===== src/rtl/alu_issue_ctrl_if.sv =====
// rtl/alu_issue_ctrl_if.sv - command, ALU-stage and result signals of alu_issue_ctrl
interface alu_issue_ctrl_if;
    logic       cmd_valid;
    logic       cmd_ready;
    logic [2:0] cmd_op;
    logic [3:0] cmd_a;
    logic [3:0] cmd_b;
    logic [3:0] alu_a;
    logic [3:0] alu_b;
    logic [2:0] alu_op;
    logic [3:0] alu_result;
    logic       res_valid;
    logic       res_ready;
    logic [3:0] res_data;
    logic [2:0] res_op;
    logic       res_zero;
    logic       busy;
    logic [7:0] op_count;

    modport slave (
        input  cmd_valid, cmd_op, cmd_a, cmd_b, alu_result, res_ready,
        output cmd_ready, alu_a, alu_b, alu_op, res_valid, res_data, res_op,
               res_zero, busy, op_count
    );

    modport master (
        output cmd_valid, cmd_op, cmd_a, cmd_b, alu_result, res_ready,
        input  cmd_ready, alu_a, alu_b, alu_op, res_valid, res_data, res_op,
               res_zero, busy, op_count
    );
endinterface


===== src/rtl/alu_issue_ctrl.sv =====
// rtl/alu_issue_ctrl.sv - command FIFO feeding an external 4-bit ALU with a held result stage
module alu_issue_ctrl #(
    parameter int FIFO_DEPTH = 4
) (
    input  logic              clk,
    input  logic              rst,
    alu_issue_ctrl_if.slave   bus
);
    localparam int PTR_W = $clog2(FIFO_DEPTH);
    localparam int CNT_W = PTR_W + 1;
    localparam logic [CNT_W-1:0] DEPTH_C = CNT_W'(FIFO_DEPTH);

    typedef enum logic [1:0] {IDLE, ISSUE, HOLD} state_t;

    state_t            state_q, state_d;
    logic [10:0]       mem_q [FIFO_DEPTH];
    logic [10:0]       mem_d [FIFO_DEPTH];
    logic [PTR_W-1:0]  wr_ptr_q, wr_ptr_d;
    logic [PTR_W-1:0]  rd_ptr_q, rd_ptr_d;
    logic [CNT_W-1:0]  count_q, count_d;
    logic [3:0]        alu_a_q, alu_a_d;
    logic [3:0]        alu_b_q, alu_b_d;
    logic [2:0]        alu_op_q, alu_op_d;
    logic              res_valid_q, res_valid_d;
    logic [3:0]        res_data_q, res_data_d;
    logic [2:0]        res_op_q, res_op_d;
    logic [7:0]        op_count_q, op_count_d;

    logic fifo_empty;
    logic cmd_ready;
    logic push;
    logic pop;
    logic capture;
    logic complete;
    logic res_hs;

    // Readiness looks only at the registered count, so a same-cycle pop never frees a slot early.
    assign fifo_empty = (count_q == '0);
    assign cmd_ready  = (count_q < DEPTH_C);
    assign push       = bus.cmd_valid && cmd_ready;
    assign res_hs     = res_valid_q && bus.res_ready;

    always_ff @(posedge clk) begin
        if (rst) begin
            state_q <= IDLE;
        end else begin
            state_q <= state_d;
        end
    end

    always_comb begin
        state_d = state_q;
        case (state_q)
            IDLE:    if (!fifo_empty) state_d = ISSUE;
            ISSUE:   state_d = HOLD;
            HOLD:    if (res_hs) state_d = fifo_empty ? IDLE : ISSUE;
            default: state_d = IDLE;
        endcase
    end

    always_comb begin
        pop      = 1'b0;
        capture  = 1'b0;
        complete = 1'b0;
        case (state_q)
            IDLE:  pop = !fifo_empty;
            ISSUE: capture = 1'b1;
            HOLD: begin
                complete = res_hs;
                pop      = res_hs && !fifo_empty;
            end
            default: ;
        endcase
    end

    always_comb begin
        mem_d    = mem_q;
        wr_ptr_d = wr_ptr_q;
        rd_ptr_d = rd_ptr_q;
        count_d  = count_q;
        if (push) begin
            mem_d[wr_ptr_q] = {bus.cmd_op, bus.cmd_a, bus.cmd_b};
            wr_ptr_d        = wr_ptr_q + 1'b1;
        end
        if (pop) begin
            rd_ptr_d = rd_ptr_q + 1'b1;
        end
        case ({push, pop})
            2'b10:   count_d = count_q + 1'b1;
            2'b01:   count_d = count_q - 1'b1;
            default: count_d = count_q;
        endcase
    end

    always_comb begin
        alu_a_d     = alu_a_q;
        alu_b_d     = alu_b_q;
        alu_op_d    = alu_op_q;
        res_valid_d = res_valid_q;
        res_data_d  = res_data_q;
        res_op_d    = res_op_q;
        op_count_d  = op_count_q;
        if (pop) begin
            {alu_op_d, alu_a_d, alu_b_d} = mem_q[rd_ptr_q];
        end
        if (capture) begin
            res_data_d  = bus.alu_result;
            res_op_d    = alu_op_q;
            res_valid_d = 1'b1;
        end
        if (complete) begin
            res_valid_d = 1'b0;
            op_count_d  = op_count_q + 8'd1;
        end
    end

    // Storage needs no reset: the pointers and count define which entries are live.
    always_ff @(posedge clk) begin
        mem_q <= mem_d;
    end

    always_ff @(posedge clk) begin
        if (rst) begin
            wr_ptr_q    <= '0;
            rd_ptr_q    <= '0;
            count_q     <= '0;
            alu_a_q     <= '0;
            alu_b_q     <= '0;
            alu_op_q    <= '0;
            res_valid_q <= 1'b0;
            res_data_q  <= '0;
            res_op_q    <= '0;
            op_count_q  <= '0;
        end else begin
            wr_ptr_q    <= wr_ptr_d;
            rd_ptr_q    <= rd_ptr_d;
            count_q     <= count_d;
            alu_a_q     <= alu_a_d;
            alu_b_q     <= alu_b_d;
            alu_op_q    <= alu_op_d;
            res_valid_q <= res_valid_d;
            res_data_q  <= res_data_d;
            res_op_q    <= res_op_d;
            op_count_q  <= op_count_d;
        end
    end

    assign bus.cmd_ready = cmd_ready;
    assign bus.alu_a     = alu_a_q;
    assign bus.alu_b     = alu_b_q;
    assign bus.alu_op    = alu_op_q;
    assign bus.res_valid = res_valid_q;
    assign bus.res_data  = res_data_q;
    assign bus.res_op    = res_op_q;
    assign bus.res_zero  = (res_data_q == 4'd0);
    assign bus.busy      = (state_q != IDLE) || !fifo_empty;
    assign bus.op_count  = op_count_q;
endmodule

===== src/flat_wrapper.sv =====
// flat-port wrapper written by rule: the top's interface ports become plain ports
module alu_issue_ctrl_flat 
#(
    parameter int FIFO_DEPTH = 4
)
  (clk, rst, bus_cmd_valid, bus_cmd_op, bus_cmd_a, bus_cmd_b, bus_alu_result, bus_res_ready, bus_cmd_ready, bus_alu_a, bus_alu_b, bus_alu_op, bus_res_valid, bus_res_data, bus_res_op, bus_res_zero, bus_busy, bus_op_count);
  alu_issue_ctrl_if bus_i ();
  input  logic clk;
  input  logic rst;
  input wire logic [$bits(bus_i.cmd_valid)-1:0] bus_cmd_valid;
  input wire logic [$bits(bus_i.cmd_op)-1:0] bus_cmd_op;
  input wire logic [$bits(bus_i.cmd_a)-1:0] bus_cmd_a;
  input wire logic [$bits(bus_i.cmd_b)-1:0] bus_cmd_b;
  input wire logic [$bits(bus_i.alu_result)-1:0] bus_alu_result;
  input wire logic [$bits(bus_i.res_ready)-1:0] bus_res_ready;
  output wire logic [$bits(bus_i.cmd_ready)-1:0] bus_cmd_ready;
  output wire logic [$bits(bus_i.alu_a)-1:0] bus_alu_a;
  output wire logic [$bits(bus_i.alu_b)-1:0] bus_alu_b;
  output wire logic [$bits(bus_i.alu_op)-1:0] bus_alu_op;
  output wire logic [$bits(bus_i.res_valid)-1:0] bus_res_valid;
  output wire logic [$bits(bus_i.res_data)-1:0] bus_res_data;
  output wire logic [$bits(bus_i.res_op)-1:0] bus_res_op;
  output wire logic [$bits(bus_i.res_zero)-1:0] bus_res_zero;
  output wire logic [$bits(bus_i.busy)-1:0] bus_busy;
  output wire logic [$bits(bus_i.op_count)-1:0] bus_op_count;
  assign bus_i.cmd_valid = bus_cmd_valid;
  assign bus_i.cmd_op = bus_cmd_op;
  assign bus_i.cmd_a = bus_cmd_a;
  assign bus_i.cmd_b = bus_cmd_b;
  assign bus_i.alu_result = bus_alu_result;
  assign bus_i.res_ready = bus_res_ready;
  assign bus_cmd_ready = bus_i.cmd_ready;
  assign bus_alu_a = bus_i.alu_a;
  assign bus_alu_b = bus_i.alu_b;
  assign bus_alu_op = bus_i.alu_op;
  assign bus_res_valid = bus_i.res_valid;
  assign bus_res_data = bus_i.res_data;
  assign bus_res_op = bus_i.res_op;
  assign bus_res_zero = bus_i.res_zero;
  assign bus_busy = bus_i.busy;
  assign bus_op_count = bus_i.op_count;
  alu_issue_ctrl #(.FIFO_DEPTH(FIFO_DEPTH)) u_core (.clk(clk), .rst(rst), .bus(bus_i));
endmodule

===== config.mk =====
export PLATFORM = sky130hd
export DESIGN_NAME = alu_issue_ctrl_flat
export DESIGN_NICKNAME = d
export VERILOG_FILES = /design/src/rtl/alu_issue_ctrl_if.sv /design/src/rtl/alu_issue_ctrl.sv /design/src/flat_wrapper.sv
export SDC_FILE = /design/constraint.sdc
export NUM_CORES = 1
export LEC_CHECK = 0
export BUFFER_PORTS_ARGS = -buffer_cell sky130_fd_sc_hd__buf_4
export CELL_PAD_IN_SITES_DETAIL_PLACEMENT = 0
export CELL_PAD_IN_SITES_GLOBAL_PLACEMENT = 1
export CORE_UTILIZATION = 30
export CTS_CLUSTER_DIAMETER = 200
export DETAILED_ROUTE_END_ITERATION = 12
export PLACE_DENSITY_LB_ADDON = 0.1
export SYNTH_ARGS = -nofsm -noshare
export SYNTH_HDL_FRONTEND = slang
export SYNTH_SLANG_ARGS = --single-unit

===== constraint.sdc =====
create_clock -name clk -period 3.8 [get_ports clk]
set_clock_uncertainty 0.1 [all_clocks]
set_input_delay 0.19 -clock clk [delete_from_list [all_inputs] [get_ports clk]]
set_output_delay 0.19 -clock clk [all_outputs]
set_load 0.02 [all_outputs]

==> flow_summary_export.csv <==
group,metric,value,unit
floorplan,core,0.0104,mm2
timing,fin_ws,1.47,ns
detailed_routing,wl_met2,3270,um
synthesis,synth_cell_types,34,
timing,hold_viol,0,
global_route,grt_pass1_vias,2126,
floorplan,die-area,0.0113,mm2
clocking,cts_buffers,9,
clocking,clk_transition_reported_paths,0.08,ns
synthesis,postSynthCellCount,242,
synthesis,synth_top_area_share,40.6,%
synthesis,synth_seq_cells,80,
floorplan,fp.dieW,106,um
min_path,min_path_cells,4,
synthesis,ys_seq_area_share,62.8,%
worst_setup_path,r2r-start,"u_core.bus.res_valid",
timing,fmax,429,MHz
detailed_routing,drt-met1-wl,2980,um
detailed_routing,first_iter_violations,88,
global_route,grt_antenna_before_repair,0,
detailed_routing,routed_wl,6600,um
synthesis,synth_fp_nets,268,
min_path,hold_class,"in -> reg",
floorplan,placementRows,37,
timing,worst_slew_pin_slew,0.846,ns
synthesis,ys_async_sr_fraction,0,%
place,place.gp.congestion,0.689,
global_route,gr-usage-all-layers,13.0,%
timing,slew_violations,0,
synthesis,synthFlopType,"edfxtp_1",
clocking,postCtsSetupBuffers,0,
worst_setup_path,r2r_cells,9,
synthesis,yosysWarnings,0,
cells_and_area,fin_area,0.00405,mm2
timing,period_share,61.3,%
detailed_routing,vias_per_cell,4.73,
synthesis,synthTopCellsByArea,"edfxtp_1 41%, dfxtp_1 22%, mux4_2 7.6%, o31ai_1 3.7%, a21oi_1 3.2%",
place,dp_slack,1.48,ns
synthesis,yosys-top-cells-count,"44 x edfxtp_1, 36 x dfxtp_1, 21 x a21oi_1, 16 x nor2_1, 16 x o31ai_1",
synthesis,avgSynthCellArea,13.4,um2
clocking,clock_latency,0.35,ns
place,io_buffers,48,
timing,finalSetupViolCount,0,
synthesis,yosys.area.top_type,"edfxtp_1",
place,placed_area,0.00371,mm2
clocking,cts_tree,"done",
detailed_routing,drc,0,
worst_setup_path,worst-r2r-setup-slack,1.47,ns
cells_and_area,area_growth,24.5,%
detailed_routing,vias,2084,
global_route,grt_pass1_wl,11000,um
floorplan,io_pins,49,
cells_and_area,drive_gt1_share,25.6,%
job,max-cap-violations,0,
synthesis,yosysMostFrequentCell,"edfxtp_1",
floorplan,start_util,31.2,%
clocking,root_buffer,"clkbuf_8",
detailed_routing,maxUsedRoutingLayer,"met4",
detailed_routing,drtAntennaViolNets,0,
synthesis,synth_edf_count,44,
min_path,hold-path-endpoint,"u_core.state_q[1]",
timing,min_period,2.33,ns
worst_setup_path,cp.arrival,2.50,ns
timing,tns,0,ns
clocking,htreeDepth,3,
cells_and_area,diodes,0,
detailed_routing,wl_per_cell,15.0,um
min_path,hp-start,"bus_res_ready",
timing,timing.slew.headroom,43.5,%
worst_setup_path,crit_required,3.97,ns
cells_and_area,final_nets,327,
place,dpl.hpwl,4400,um
worst_setup_path,end_kind,"flip-flop",
timing,rsz0062_at_grt,"no",
worst_setup_path,worstSetupPathType,"reg -> reg",
detailed_routing,wl_met3,240,um
worst_setup_path,start_kind,"flip-flop",
synthesis,synthesis.area,0.00325,mm2
worst_setup_path,reg2reg_to,"u_core.count_q[2]",
pwr,power_density,669,mW/mm2
global_route,grt_max_degree,39,
pwr,power.leakage,1.51,nW
global_route,overflow,0,
status,status,"completed",
clocking,cts_max_path_buffers,2,
clocking,cts.sinks,80,
floorplan,fp.dieH,106,um
pwr,ir_drop,0.267,mV
worst_setup_path,cp_max_fo,15,
detailed_routing,dr.pass1.iters,4,
## how the worst max path moves through the flow
stage | slack, ns | endpoint | depth (start not counted) | from
floorplan | 1.42 | u_core.count_q[2] | 9 | u_core.bus.res_valid
global placement | 1.54 | u_core.count_q[2] | 9 | u_core.bus.res_valid
detailed placement | 1.48 | u_core.count_q[2] | 9 | u_core.bus.res_valid
CTS | 1.45 | u_core.count_q[2] | 9 | u_core.bus.res_valid
global route | 1.31 | u_core.count_q[2] | 9 | u_core.bus.res_valid
finish | 1.47 | u_core.count_q[2] | 9 | u_core.bus.res_valid
## critical path: stages, from the launching register on
cell      delay, ns
dfxtp_1        0.46
a21boi_1       0.10
buf_4          0.19
nor3_1         0.16
ha_1           0.21
inv_1          0.06
fa_1           0.37
xor2_1         0.16
or3_1          0.30
a21oi_1        0.14
## final cells by class
| cell class | instances | area (um2) |
|---|---|---|
| well taps | 136 | 170 |
| clock buffers | 9 | 124 |
| multi-input cells | 134 | 1080 |
| clock inverters | 6 | 61.3 |
| fillers | 1023 | 6370 |
| repair buffers | 65 | 526 |
| inverters | 11 | 41.3 |
| flip-flops and latches | 80 | 2040 |
## cell usage in the layout (no fill, tap or decap), types with 11 or more instances in the layout
cell type       n
buf_4          50
edfxtp_1       44
dfxtp_1        36
a21oi_1        21
o31ai_1        16
nor2_1         16
dlygate4sd3_1  15
nand4_1        12
inv_1          11
mux4_2         11
## repair_timing
action | in CTS | in global routing
gates resized for setup | 0 | 0
hold buffers | 15 | 0
endpoints found under the hold margin | 48 | 0
## sequential cells by signal, summed over array words and instances, names as in the netlist
signal	cells
u_core.mem_q	44
u_core.bus.op_count	8
u_core.bus.alu_a	4
u_core.bus.alu_b	4
u_core.bus.res_data	4
u_core.bus.alu_op	3
u_core.bus.res_op	3
u_core.count_q	3
u_core.rd_ptr_q	2
u_core.state_q	2
u_core.wr_ptr_q	2
u_core.bus.res_valid	1
## layer usage
layer / vias up / global-route usage [%]
li1: 1033 / -
met1: 1007 / 16.0
met2: 34 / 21.3
met3: 10 / 3.56
met4: 0 / 5.36
met5: - / 0
## per-stage QoR
step | power [W] | hold WS [ns] | utilization, % | cells
2_1_floorplan | 0.00184 | 0.189 | - | 242
3_3_place_gp | 0.00214 | 0.294 | 35.7 | 411
3_5_place_dp | 0.00215 | 0.299 | 35.7 | 411
4_1_cts | 0.00276 | 0.0710 | 38.9 | 441
5_1_grt | 0.00290 | 0.105 | 38.9 | 441
6_report | 0.00271 | 0.0866 | 38.9 | 441
## cell families after synthesis
kind of cell               Yosys count  synth area share, %
xor gates and xnor gates             4                 1.08
buffers and inverters               28                 3.85
DFF                                 80                 62.8
AOI/OAI and AO/OA                   41                 7.77
adders and majority gates            7                 2.92
and+or+nand+nor                     60                 10.5
muxes                               22                 11.1
## report_power, final
group | switching [W] | total (W) | internal, W | leakage, nW
Combinational | 0.000461 | 0.000873 | 0.000412 | 0.722
Clock | 0.000297 | 0.000593 | 0.000296 | 0.0864
Sequential | 0.000167 | 0.00124 | 0.00108 | 0.697
No activity file was read; power rests on OpenSTA's default activity.
